`src/rtl/dmem_arb_pkg.sv`:
```
// Shared types and helpers for the data-memory arbiter.
package dmem_arb_pkg;

  // Arbiter FSM encoding.
  typedef enum logic [1:0] {
    IDLE  = 2'd0,
    ISSUE = 2'd1,
    RESP  = 2'd2
  } state_t;

  // Width of a core index / round-robin pointer (at least one bit).
  function automatic int unsigned ptr_width(input int unsigned n);
    int unsigned w;
    w = 1;
    while ((32'd1 << w) < n) begin
      w = w + 1;
    end
    return w;
  endfunction

endpackage

```
`src/rtl/dmem_arbiter_rr_pick.sv`:
```
// Combinational round-robin picker: first unmasked request at or after rr_ptr.
module rr_pick
  import dmem_arb_pkg::*;
#(
  parameter int unsigned N  = 4,
  parameter int unsigned PW = ptr_width(N)
) (
  input  logic [N-1:0]  req,
  input  logic [PW-1:0] rr_ptr,
  input  logic [N-1:0]  mask,
  output logic          valid,
  output logic [PW-1:0] win
);

  localparam int unsigned SW = PW + 1;

  logic [N-1:0]   cand_c;
  logic [2*N-1:0] dbl_c;
  logic [N-1:0]   rot_c;
  logic [SW-1:0]  sum_c;

  // Rotate candidates so rr_ptr lands at bit 0, then take the lowest set bit.
  always_comb begin
    cand_c = req & ~mask;
    dbl_c  = {cand_c, cand_c} >> rr_ptr;
    rot_c  = dbl_c[N-1:0];
    valid  = 1'b0;
    win    = '0;
    sum_c  = '0;
    for (int unsigned i = 0; i < N; i++) begin
      if (!valid && rot_c[i]) begin
        valid = 1'b1;
        sum_c = SW'(rr_ptr) + SW'(i);
        if (sum_c >= SW'(N)) begin
          sum_c = sum_c - SW'(N);
        end
        win = sum_c[PW-1:0];
      end
    end
  end

endmodule

```
`src/rtl/dmem_arbiter.sv`:
```
// Round-robin arbiter sharing one single-port synchronous data RAM among cores.
module dmem_arbiter
  import dmem_arb_pkg::*;
#(
  parameter int unsigned NUM_CORES = 4,
  parameter int unsigned ADDR_W    = 16,
  parameter int unsigned DATA_W    = 16
) (
  input  logic                          clk,
  input  logic                          rst,
  input  logic [NUM_CORES-1:0]          core_req,
  input  logic [NUM_CORES-1:0]          core_we,
  input  logic [NUM_CORES*ADDR_W-1:0]   core_addr,
  input  logic [NUM_CORES*DATA_W-1:0]   core_wdata,
  output logic [NUM_CORES-1:0]          core_ack,
  output logic [DATA_W-1:0]             core_rdata,
  output logic                          mem_en,
  output logic                          mem_we,
  output logic [ADDR_W-1:0]             mem_addr,
  output logic [DATA_W-1:0]             mem_wdata,
  input  logic [DATA_W-1:0]             mem_rdata,
  output logic                          busy
);

  localparam int unsigned PTR_W = ptr_width(NUM_CORES);

  state_t               state_q, state_d;
  logic [PTR_W-1:0]     win_q, win_d;
  logic [PTR_W-1:0]     rr_ptr_q, rr_ptr_d;
  logic                 we_q, we_d;
  logic [ADDR_W-1:0]    addr_q, addr_d;
  logic [DATA_W-1:0]    wdata_q, wdata_d;

  logic                 mem_en_q, mem_we_q, busy_q;
  logic [NUM_CORES-1:0] ack_q, ack_d;

  logic [PTR_W-1:0]     ptr_inc_c, pick_ptr_c, pick_win_c;
  logic [NUM_CORES-1:0] win_mask_c, pick_mask_c;
  logic                 pick_valid_c;
  logic                 sel_we_c;
  logic [ADDR_W-1:0]    sel_addr_c;
  logic [DATA_W-1:0]    sel_wdata_c;

  // Pointer after the current winner, and the winner's own request mask.
  always_comb begin
    ptr_inc_c  = (win_q == PTR_W'(NUM_CORES - 1)) ? '0 : win_q + PTR_W'(1);
    win_mask_c = '0;
    win_mask_c[win_q] = 1'b1;
  end

  // In RESP the search starts past the current winner, whose req is still high.
  always_comb begin
    pick_ptr_c  = rr_ptr_q;
    pick_mask_c = '0;
    if (state_q == RESP) begin
      pick_ptr_c  = ptr_inc_c;
      pick_mask_c = win_mask_c;
    end
  end

  rr_pick #(
    .N  (NUM_CORES),
    .PW (PTR_W)
  ) u_rr_pick (
    .req    (core_req),
    .rr_ptr (pick_ptr_c),
    .mask   (pick_mask_c),
    .valid  (pick_valid_c),
    .win    (pick_win_c)
  );

  // Select the picked core's request fields for latching.
  always_comb begin
    sel_we_c    = 1'b0;
    sel_addr_c  = '0;
    sel_wdata_c = '0;
    for (int unsigned i = 0; i < NUM_CORES; i++) begin
      if (pick_win_c == PTR_W'(i)) begin
        sel_we_c    = core_we[i];
        sel_addr_c  = core_addr[i*ADDR_W +: ADDR_W];
        sel_wdata_c = core_wdata[i*DATA_W +: DATA_W];
      end
    end
  end

  // Next-state logic; a grant latches the request so later req changes are ignored.
  always_comb begin
    state_d  = state_q;
    win_d    = win_q;
    rr_ptr_d = rr_ptr_q;
    we_d     = we_q;
    addr_d   = addr_q;
    wdata_d  = wdata_q;
    ack_d    = '0;
    case (state_q)
      IDLE: begin
        if (pick_valid_c) begin
          win_d   = pick_win_c;
          we_d    = sel_we_c;
          addr_d  = sel_addr_c;
          wdata_d = sel_wdata_c;
          state_d = ISSUE;
        end
      end
      ISSUE: begin
        state_d = RESP;
      end
      RESP: begin
        rr_ptr_d = ptr_inc_c;
        if (pick_valid_c) begin
          win_d   = pick_win_c;
          we_d    = sel_we_c;
          addr_d  = sel_addr_c;
          wdata_d = sel_wdata_c;
          state_d = ISSUE;
        end else begin
          state_d = IDLE;
        end
      end
      default: begin
        state_d = IDLE;
      end
    endcase
    if (state_d == RESP) begin
      ack_d[win_d] = 1'b1;
    end
  end

  // State, latched request and registered outputs; reset abandons any access.
  always_ff @(posedge clk or posedge rst) begin
    if (rst) begin
      state_q  <= IDLE;
      win_q    <= '0;
      rr_ptr_q <= '0;
      we_q     <= 1'b0;
      addr_q   <= '0;
      wdata_q  <= '0;
      mem_en_q <= 1'b0;
      mem_we_q <= 1'b0;
      ack_q    <= '0;
      busy_q   <= 1'b0;
    end else begin
      state_q  <= state_d;
      win_q    <= win_d;
      rr_ptr_q <= rr_ptr_d;
      we_q     <= we_d;
      addr_q   <= addr_d;
      wdata_q  <= wdata_d;
      mem_en_q <= (state_d == ISSUE);
      mem_we_q <= (state_d == ISSUE) && we_d;
      ack_q    <= ack_d;
      busy_q   <= (state_d != IDLE);
    end
  end

  // RAM read data arrives in RESP, so it is steered straight onto the shared bus.
  always_comb begin
    core_rdata = '0;
    if ((state_q == RESP) && !we_q) begin
      core_rdata = mem_rdata;
    end
  end

  assign mem_en    = mem_en_q;
  assign mem_we    = mem_we_q;
  assign mem_addr  = addr_q;
  assign mem_wdata = wdata_q;
  assign core_ack  = ack_q;
  assign busy      = busy_q;

endmodule

```
`config.mk`:
```
export PLATFORM = sky130hd
export DESIGN_NAME = dmem_arbiter
export DESIGN_NICKNAME = d
export VERILOG_FILES = /design/src/rtl/dmem_arb_pkg.sv /design/src/rtl/dmem_arbiter_rr_pick.sv /design/src/rtl/dmem_arbiter.sv
export SDC_FILE = /design/constraint.sdc
export NUM_CORES = 1
export LEC_CHECK = 0
export CAP_MARGIN = 25
export CORE_MARGIN = 2
export CORE_UTILIZATION = 33
export DETAILED_ROUTE_END_ITERATION = 8
export HOLD_SLACK_MARGIN = 0.12
export PLACE_DENSITY = 0.77
export SLEW_MARGIN = 20
export SYNTH_ARGS = -nofsm -noshare
export SYNTH_HDL_FRONTEND = slang
export SYNTH_SLANG_ARGS = --single-unit
```
`constraint.sdc`:
```
create_clock -name clk -period 2.3 [get_ports clk]
set_input_delay 0.23 -clock clk [delete_from_list [all_inputs] [get_ports clk]]
set_output_delay 0.23 -clock clk [all_outputs]
set_load 0.05 [all_outputs]
```
==> metrics <==
syn_area_per_cell=9.18 sq um; Synth Instances=341; RR Endpoint=mem_wdata[12]; DIE WIDTH=101 um; initial antenna violation count=0; Initial Util=0.339; R2R setup slack=70 ps; CP endpoint kind=flop; Startpoint Class=flop; Layout Skew=13.9 ps; Fillers=764; grt ovf=0; vias per cell=5.14; CTS Sinks=46; Yosys top cell area share=0.368; routed len/inst=17.1 um; largest area contributor in the netlist=dfrtp_1; crit path cell chain=nand2b_4, mux2i_4, inv_4, mux2i_2, a22oi_2, buf_6, clkbuf_16, and3_1, o21ai_1, o211ai_1; Slew HR=0.634; setup TNS=0 ps; GRT Overall Usage=0.209; Setup Crit Path Kind=reg2reg; Post-Syn Nets=499; Synth cell types=35; post-route cell area=5910 sq um; most common cell in the synthesized netlist=dfrtp_1; setup violators final=0; YS warnings=0; HP Class=in2async; #FFs+latches synth=46; total detailed-routing wirelength=11.8 mm; LEAKAGE=2.53 nW; CTS max path bufs=2; R2R depth=10; Worst path max stage delay=440 ps; predominant post-synthesis flop cell=dfrtp_1; dpl hpwl=8.65 mm; commonest cells in the netlist=46 x dfrtp_1, 36 x mux2i_1, 36 x nand2_1; CTS tree=built; GP Congestion=0.834; max cap viols=0; Synth Area in Simple Gates=0.180; Die Y=101 um; Ports=209; Synth Area in Compound Gates=0.240; H-Tree Depth=2; fmax=449 MHz; DR pass1 iterations=4; Remaining DRCs=0; largest family of logic cells by synthesized area=compound AO/OA/AOI/OAI gates; first-pass GRT wire length=16.9 mm; status=finished, final reports clean; post-route minimum period=2230 ps; ys async rst share=1.00; CTS Buf Count=5; Synth-to-Final Area Change=88.8%; Clock transition at path regs=100 ps; Syn Std Cell Area=3130 sq um; port bufs=208; post-synthesis mux area share=0.122; die area=10300 sq um; Synth Area in Adders=0.0160; Crit Path Max Fanout=22; placed inst area=5580 sq um; final core utilization=0.639; Synth area leaders=dfrtp_1 37%, mux2i_1 12%, a21boi_0 7.7%; CP Data Arrival Time=2400 ps; clock root buffer=clkbuf_8; Clock Latency Late Sink=310 ps; vias in the first global route=3551; Final Power=8.12 mW; Pwr Density=1370 nW/um^2; CP required=2470 ps; xor/xnor cell area share of the yosys netlist=0; Rows=35; layout cells sized above 1=0.137; Final Hold Fails=0; pins over their slew limit=0; initial drt markers=110; Seq/Total Area, Yosys=0.368; antenna diode count=0; Final ANT Viol Nets=0; Least-Margin Pin Slew=547 ps; slowest cell on the critical path=dfrtp_2; Vias=3547; nets@finish=718; EDFF count, synth=0; WHS=267 ps; reg2reg start=state_q[0]; worst vdd ir=602 uV; area of the core=9240 sq um; final period utilization=0.969; largest net degree at the start of global routing=47
[worst max path at each step]
stage	from	endpoint	slack, ps
3_5_place_dp	win_q[0]	mem_addr[9]	-100
2_1_floorplan	win_q[0]	mem_wdata[4]	50
5_1_grt	state_q[0]	mem_wdata[12]	-30
3_3_place_gp	win_q[0]	mem_addr[9]	-10
6_report	state_q[0]	mem_wdata[12]	70
4_1_cts	win_q[0]	mem_addr[9]	8
[layout by cell type (no fill, tap or decap), drive strengths merged, types with 2 or more instances in the layout]
cell             n
clkdlybuf4s50  192
dfrtp           46
buf             44
nand2           38
o21ai           37
mux2i           37
o211ai          33
and3            32
a21boi          32
and2            16
inv             13
clkbuf           9
nor2             4
ha               4
o221ai           3
nand3            3
nand2b           3
a21o             2
nor3b            2
nor3             2
[cells by family after synthesis]
group                    after synthesis
multiplexers                          37
AO/OA/AOI/OAI                        111
buffers and inverters                 41
AND/OR/NAND/NOR                      102
adder cells (fa/ha/maj)                4
flip-flops                            46
[area by class of cell]
cell class	count	area, sq um	share of cell area
well taps	129	161	0.0273
multi-input cells	255	1830	0.310
clock inverters	2	37.5	0.00635
clock buffers	6	72.6	0.0123
flip-flops and latches	46	1150	0.195
inverters	13	51.3	0.00868
repair buffers	239	2600	0.440
[metrics by stage]
| step | worst slack (ps) | cells |
|---|---|---|
| 2_1_floorplan | 45.2 | 341 |
| 3_3_place_gp | -12.5 | 672 |
| 3_5_place_dp | -98.7 | 672 |
| 4_1_cts | 7.98 | 681 |
| 5_1_grt | -29.2 | 690 |
| 6_report | 71.3 | 690 |
[where the power goes]
part,internal [mW],switching [mW],leakage [nW]
logic,2.59,3.45,1.91
clock network,0.325,0.291,0.0514
registers,1.22,0.241,0.567
total,4.14,3.98,2.53
[layer usage]
layer	track usage	routed length (um)	vias to the layer above	share of wire
met4	0.0748	289	0	0.025
li1	-	-	1668	-
met3	0.0656	1170	23	0.099
met1	0.235	4480	1673	0.38
met5	0	0	-	0
met2	0.371	5850	183	0.50
[critical path: cells and delay by family (launching register included)]
kind | cells | cell delay, ps
multiplexers | 2 | 480
flip-flops | 1 | 440
buffers and inverters | 3 | 400
AO/OA/AOI/OAI | 3 | 380
AND/OR/NAND/NOR | 2 | 360
[registers in the layout (all words and copies together), names as in the netlist]
register,count
mem_addr,16
mem_wdata,16
core_ack,4
rr_ptr_q,2
state_q,2
win_q,2
busy,1
mem_en,1
mem_we,1
we_q,1
[timing repair]
item	CTS	global route
pin swaps	1	4
hold buffers	0	0
resized for setup	2	21
gates cloned	0	4
setup buffers	1	5
setup endpoints to repair	30	32
Note: power is estimated with default switching activity, not from simulation.
